### config.mk
export PLATFORM = sky130hd
export DESIGN_NAME = swipe_detector
export DESIGN_NICKNAME = d
export VERILOG_FILES = /design/src/rtl/swipe_detector.sv
export SDC_FILE = /design/constraint.sdc
export NUM_CORES = 1
export LEC_CHECK = 0
export ABC_AREA = 1
export CAP_MARGIN = 25
export CORE_MARGIN = 2
export CORE_UTILIZATION = 50
export DETAILED_ROUTE_END_ITERATION = 8
export PLACE_DENSITY = 0.71
export SKIP_LAST_GASP = 1
export SLEW_MARGIN = 0
export SYNTH_ARGS = -nofsm -noshare
export SYNTH_HDL_FRONTEND = slang
export SYNTH_SLANG_ARGS = --single-unit
### constraint.sdc
create_clock -name clk -period 2.4 [get_ports clk]
set_input_delay 0.48 -clock clk [delete_from_list [all_inputs] [get_ports clk]]
set_output_delay 0.48 -clock clk [all_outputs]
set_load 0.02 [all_outputs]
### src/rtl/swipe_detector.sv
// swipe_detector
//   Four-direction swipe-gesture detector for the camera-tracking path. It keeps a DEPTH-entry
//   history of tracked centroids and compares every new valid sample with the oldest entry
//   (the sample DEPTH valid samples earlier). A large enough primary-axis move with little
//   off-axis drift produces a one-cycle direction event. After each event, motion is ignored
//   for COOLDOWN valid samples.
//
//   Optional build macro: SWIPE_STATS_EN adds four saturating 8-bit event counters.
//
// Ports
//   clk         system clock
//   rst         asynchronous active-low reset
//   ready       sample valid; X_center/Y_center are meaningful this cycle
//   X_center    tracked centroid X (COORD_W bits, unsigned)
//   Y_center    tracked centroid Y (COORD_W bits, unsigned)
//   dir_valid   one-clock event pulse
//   dir_onehot  event direction: bit0 up, bit1 down, bit2 left, bit3 right (only with dir_valid)
//   dir_last    code of the most recent event (0 up, 1 down, 2 left, 3 right), held
//   busy        high while cooling down after an event
//   stats_clr   (SWIPE_STATS_EN) synchronous clear of the event counters; wins over increment
//   stats       (SWIPE_STATS_EN) {right, left, down, up} saturating 8-bit event counts
//
// Parameter constraints: DEPTH >= 1, COOLDOWN >= 1, DRIFT_TH <= MOVE_TH. The last constraint
// makes the four direction tests mutually exclusive; a fixed priority is kept anyway.

module swipe_detector #(
  parameter int unsigned COORD_W  = 10,
  parameter int unsigned DEPTH    = 4,
  parameter int unsigned MOVE_TH  = 24,
  parameter int unsigned DRIFT_TH = 15,
  parameter int unsigned COOLDOWN = 6
) (
  input  logic               clk,
  input  logic               rst,
  input  logic               ready,
  input  logic [COORD_W-1:0] X_center,
  input  logic [COORD_W-1:0] Y_center,
  output logic               dir_valid,
  output logic [3:0]         dir_onehot,
  output logic [1:0]         dir_last,
  output logic               busy
`ifdef SWIPE_STATS_EN
  ,
  input  logic               stats_clr,
  output logic [31:0]        stats
`endif
);

  localparam int unsigned FillW = $clog2(DEPTH + 1);
  localparam int unsigned CoolW = $clog2(COOLDOWN + 1);

  localparam logic [FillW-1:0]   FillMax  = FillW'(DEPTH);
  localparam logic [CoolW-1:0]   CoolInit = CoolW'(COOLDOWN);
  localparam logic [CoolW-1:0]   CoolLast = CoolW'(1);
  localparam logic [COORD_W-1:0] MoveTh   = COORD_W'(MOVE_TH);
  localparam logic [COORD_W-1:0] DriftTh  = COORD_W'(DRIFT_TH);

  // Direction codes as presented on dir_last.
  localparam logic [1:0] DirUp    = 2'd0;
  localparam logic [1:0] DirDown  = 2'd1;
  localparam logic [1:0] DirLeft  = 2'd2;
  localparam logic [1:0] DirRight = 2'd3;

  typedef enum logic [1:0] {
    StFill,
    StArmed,
    StCool
  } state_e;

  state_e             state_q;
  logic [FillW-1:0]   fill_cnt_q;
  logic [CoolW-1:0]   cool_cnt_q;

  // Entry 0 is the newest sample, entry DEPTH-1 the oldest.
  logic [COORD_W-1:0] hist_x_q [DEPTH];
  logic [COORD_W-1:0] hist_y_q [DEPTH];

  // ---------------------------------------------------------------------------------------------
  // Displacement and direction decode against the oldest history entry
  // ---------------------------------------------------------------------------------------------
  logic [COORD_W-1:0] x_old, y_old;
  logic [COORD_W-1:0] dx, dy;
  logic               x_inc, x_dec, y_inc, y_dec;
  logic               hit_up, hit_down, hit_left, hit_right;
  logic               hit;
  logic [1:0]         hit_code;
  logic [3:0]         hit_onehot;

  always_comb begin
    x_old = hist_x_q[DEPTH-1];
    y_old = hist_y_q[DEPTH-1];

    x_inc = X_center > x_old;
    x_dec = X_center < x_old;
    y_inc = Y_center > y_old;
    y_dec = Y_center < y_old;

    // Larger minus smaller, so the magnitude never wraps.
    dx = x_inc ? (X_center - x_old) : (x_old - X_center);
    dy = y_inc ? (Y_center - y_old) : (y_old - Y_center);

    hit_down  = y_inc && (dy > MoveTh) && (dx < DriftTh);
    hit_up    = y_dec && (dy > MoveTh) && (dx < DriftTh);
    hit_right = x_inc && (dx > MoveTh) && (dy < DriftTh);
    hit_left  = x_dec && (dx > MoveTh) && (dy < DriftTh);

    hit      = hit_down || hit_up || hit_right || hit_left;
    hit_code = DirUp;
    if (hit_down) begin
      hit_code = DirDown;
    end else if (hit_up) begin
      hit_code = DirUp;
    end else if (hit_right) begin
      hit_code = DirRight;
    end else if (hit_left) begin
      hit_code = DirLeft;
    end

    hit_onehot = 4'b0000;
    unique case (hit_code)
      DirUp:    hit_onehot = 4'b0001;
      DirDown:  hit_onehot = 4'b0010;
      DirLeft:  hit_onehot = 4'b0100;
      DirRight: hit_onehot = 4'b1000;
      default:  hit_onehot = 4'b0000;
    endcase
  end

  // An event is taken only on a valid sample while armed.
  logic fire;
  assign fire = ready && (state_q == StArmed) && hit;

  // ---------------------------------------------------------------------------------------------
  // History shift register: advances on valid samples only, in every state
  // ---------------------------------------------------------------------------------------------
  always_ff @(posedge clk or negedge rst) begin
    if (!rst) begin
      for (int i = 0; i < int'(DEPTH); i++) begin
        hist_x_q[i] <= '0;
        hist_y_q[i] <= '0;
      end
    end else if (ready) begin
      for (int i = int'(DEPTH) - 1; i > 0; i--) begin
        hist_x_q[i] <= hist_x_q[i-1];
        hist_y_q[i] <= hist_y_q[i-1];
      end
      hist_x_q[0] <= X_center;
      hist_y_q[0] <= Y_center;
    end
  end

  // ---------------------------------------------------------------------------------------------
  // Control FSM with registered outputs
  // ---------------------------------------------------------------------------------------------
  always_ff @(posedge clk or negedge rst) begin
    if (!rst) begin
      state_q    <= StFill;
      fill_cnt_q <= '0;
      cool_cnt_q <= '0;
      dir_valid  <= 1'b0;
      dir_onehot <= 4'b0000;
      dir_last   <= DirUp;
      busy       <= 1'b0;
    end else begin
      // Event outputs are pulses; they fall back to zero unless refreshed below.
      dir_valid  <= 1'b0;
      dir_onehot <= 4'b0000;

      if (ready) begin
        unique case (state_q)
          StFill: begin
            fill_cnt_q <= fill_cnt_q + 1'b1;
            // The sample that completes the history is stored but not evaluated.
            if (fill_cnt_q + 1'b1 == FillMax) begin
              state_q <= StArmed;
            end
          end

          StArmed: begin
            if (fire) begin
              dir_valid  <= 1'b1;
              dir_onehot <= hit_onehot;
              dir_last   <= hit_code;
              busy       <= 1'b1;
              cool_cnt_q <= CoolInit;
              state_q    <= StCool;
            end
          end

          StCool: begin
            cool_cnt_q <= cool_cnt_q - 1'b1;
            // Counter reaching zero re-arms on this edge; the next valid sample is evaluated.
            if (cool_cnt_q == CoolLast) begin
              busy    <= 1'b0;
              state_q <= StArmed;
            end
          end

          default: begin
            state_q <= StFill;
          end
        endcase
      end
    end
  end

`ifdef SWIPE_STATS_EN
  // ---------------------------------------------------------------------------------------------
  // Saturating per-direction event counters, indexed by direction code
  // ---------------------------------------------------------------------------------------------
  logic [3:0][7:0] stats_q;

  always_ff @(posedge clk or negedge rst) begin
    if (!rst) begin
      stats_q <= '0;
    end else if (stats_clr) begin
      stats_q <= '0;
    end else if (fire && (stats_q[hit_code] != 8'hff)) begin
      stats_q[hit_code] <= stats_q[hit_code] + 8'd1;
    end
  end

  assign stats = stats_q;
`endif

endmodule

==> metrics <==
Worst Hold Class=in2async; violated checks=setup timing; number of buffers created by CTS=9; Startpoint Class=input pin; critical path's largest stage delay=310 ps; Max Cap Viol=0; first-pass GRT wire length=26,800 um; clock sinks=96; final WL=between 15,000 and 20,000 um; Post-synth top cells=nand2_1, inv_1, dfrtp_1, o21ai_0, nand3_1; Port Buffers=30; Die W=approximately 110 um; overall routing resource usage=0.255; Via density=around 5.0; Worst R2R Path Depth=20; fraction of layout cells with a size suffix above 1=0.278; clk_lat worst skew=between 300 and 400 ps; fraction of registers with async set/reset=1.00; warnings from Yosys=0; 1st-pass router iterations=5; Remaining DRCs=0; RSZ-0062 raised after global routing=yes; worst vdd ir=between 0.6 and 0.7 mV; Critical Path, Cell by Cell=dlygate4sd2_1, inv_1, ha_4, nand2_1, inv_1, a21oi_2, nand3_4, nand2_4, inv_4, o21ai_2, nand2_1, nor2_1, nand3_2, nor2_4, nand3_4, buf_4, buf_4, nand2_1, inv_1; vias in the first global route=~5.8k; fin worst setup slack=-313 ps; Starting Density=0.511; reg2reg end=dir_onehot[0]$_DFF_PN0_; multi-input logic area=3730 um^2; synthesized area=6110 um^2; CTS Hold Bufs=0; Die Ht=115 um; status=finished with violations; slew margin rel.=0.469; FF-to-FF Start=y_old[0]$_DFFE_PN0P_; DIE AREA=13,100 um^2; initial antenna violation count=0; cell taking the most area after synthesis=dfrtp_1; CTS Root Cell=clkbuf_16; Setup CP Type=in2reg; routability cong.=~0.96; Cells after Synth=approximately 850; Clock Skew=15.6 ps; detailed-route wire length per cell=13.3 um; Avg Inst Size Synth=7.22 um^2; grt total ovfl=0; Distinct cells, synth=37; share of Yosys cell area claimed by the top area cell type=0.393; clock slew at reported path FFs=80 ps; FILL cells=955; Crit-path slowest cell=dlygate4sd2_1; critical path arrival=2960 ps; crit end category=register; Leakage Power=around 4.4 nW; nets=about 1.1k; Final Total Pwr=between 6 and 7 mW; Clock Tree Buf Depth=2; CTS tree=yes; Worst Path Required=about 2700 ps; Tcrit/Tclk final=1.13; post-route ant nets=0; Setup Viol. Count Final=13; minimum clock period=2710 ps; count leader, synth=nand2_1; Synthesized Nets=about 920; Yosys reg bits=96; largest net degree at the start of global routing=84; final hold vios=0; EDFF count, synth=0; Crit Path Max Fanout=7; post-DP HPWL=11,100 um; PD cells=746 nW/um^2; fmax=0.369 GHz; largest cells by area after synthesis=dfrtp_1, nand2_1, ha_1; Slew Limit Fails=0; Layout Utilization=0.704; FF/Latch Area=between 2000 and 2500 um^2; initial DRC count=410; Primary FF master, synth=dfrtp_1; FF-to-FF setup slack=-270 ps; area grow syn2layout=37.8%; via count=5,769; sequential area share after synthesis=0.393; I/O Pins=31; # H-tree levels=3; Slew @ Worst Pin=roughly 800 ps; diode count=0; core area=12,000 um^2; Std-Cell Rows=40
## registers in the layout, indices dropped and copies added (netlist names)
| signal | cells |
|---|---|
| state_q | 2 |
| y_old | 10 |
| dir_last | 2 |
| dir_valid | 1 |
| busy | 1 |
| cool_cnt_q | 3 |
| hist_y_q | 30 |
| dir_onehot | 4 |
| fill_cnt_q | 3 |
| x_old | 10 |
| hist_x_q | 30 |
## timing repair
item	CTS	global route
gates resized for setup	81	14
pin swaps	49	15
endpoints found under the setup margin	13	13
gates cloned	0	0
setup buffers	17	4
## placed cells by master (no fill, tap or decap), drive strengths merged, types with 9 or more instances in the layout
cell         synthesis  routed
ha                  42      42
o21ai               58      58
dlygate4sd2          0      18
a21oi               19      19
buf                  6     134
nand3               60      60
clkbuf              16       9
nand4               15      15
inv                119     125
nand2              335     335
nor2                45      45
dfrtp               96      96
## layout make-up
| cell class | instances | share of cell area |
|---|---|---|
| Multi-Input combinational cell | 606 | 0.443 |
| Sequential cell | 96 | 0.285 |
| Timing Repair Buffer | 162 | 0.155 |
| Inverter | 122 | 0.0593 |
| Clock buffer | 9 | 0.0267 |
| Tap cell | 147 | 0.0218 |
| Clock inverter | 7 | 0.00981 |
## through the flow
stage	area (um^2)	setup TNS, ps	hold WS, ps	cells	setup slack, ps
2_1_floorplan	6460	-154	184	846	-30.6
3_3_place_gp	7680	-10650	451	1112	-874
3_5_place_dp	7680	-11950	459	1112	-982
4_1_cts	8340	-2270	150	1145	-227
5_1_grt	8420	-5100	191	1149	-443
6_report	8420	-3160	135	1149	-313
## report_power, final
part / switching [mW] / total [mW] / internal [mW] / leakage [nW]
clock network: 0.734 / 1.48 / 0.747 / 0.148
logic: 1.53 / 2.76 / 1.23 / 3.01
registers: 0.175 / 2.04 / 1.87 / 1.21
## logic make-up (layout without fill, tap and decap cells)
kind of cell | count (synthesis) | in the layout | synth area share
buffers and inverters | 144 | 300 | 0.0907
flip-flops | 96 | 96 | 0.393
AND/OR/NAND/NOR | 461 | 461 | 0.320
multiplexers | 2 | 2 | 0.00369
adder cells (fa/ha/maj) | 46 | 46 | 0.0991
XOR/XNOR | 13 | 13 | 0.0186
AO/OA/AOI/OAI | 84 | 84 | 0.0741
## critical path: cells and delay by family
family                   cells  cell delay [ps]
AO/OA/AOI/OAI                2              230
adder cells (fa/ha/maj)      1              270
buffers and inverters        7              880
AND/OR/NAND/NOR              9             1100
## per-layer routing
layer / share of wire / vias up / GRT usage
li1: - / 2947 / -
met2: 0.48 / 118 / 0.424
met1: 0.47 / 2682 / 0.338
met4: 0.016 / 0 / 0.0854
met5: 0 / - / 0
met3: 0.034 / 22 / 0.0429
## how the worst max path moves through the flow
stage                           endpoint  cells after the start  slack, ps                 start
6_report         dir_onehot[0]$_DFF_PN0_                     19       -310           Y_center[8]
5_1_grt           state_q[0]$_DFFE_PN0P_                     20       -440  y_old[0]$_DFFE_PN0P_
4_1_cts                 busy$_DFFE_PN0P_                     19       -230  x_old[0]$_DFFE_PN0P_
3_5_place_dp   cool_cnt_q[1]$_DFFE_PN0P_                     20       -980           Y_center[0]
3_3_place_gp            busy$_DFFE_PN0P_                     20       -870           Y_center[0]
2_1_floorplan    dir_last[0]$_DFFE_PN0P_                     19        -30           X_center[0]
Power figures use the tool's default switching activity.
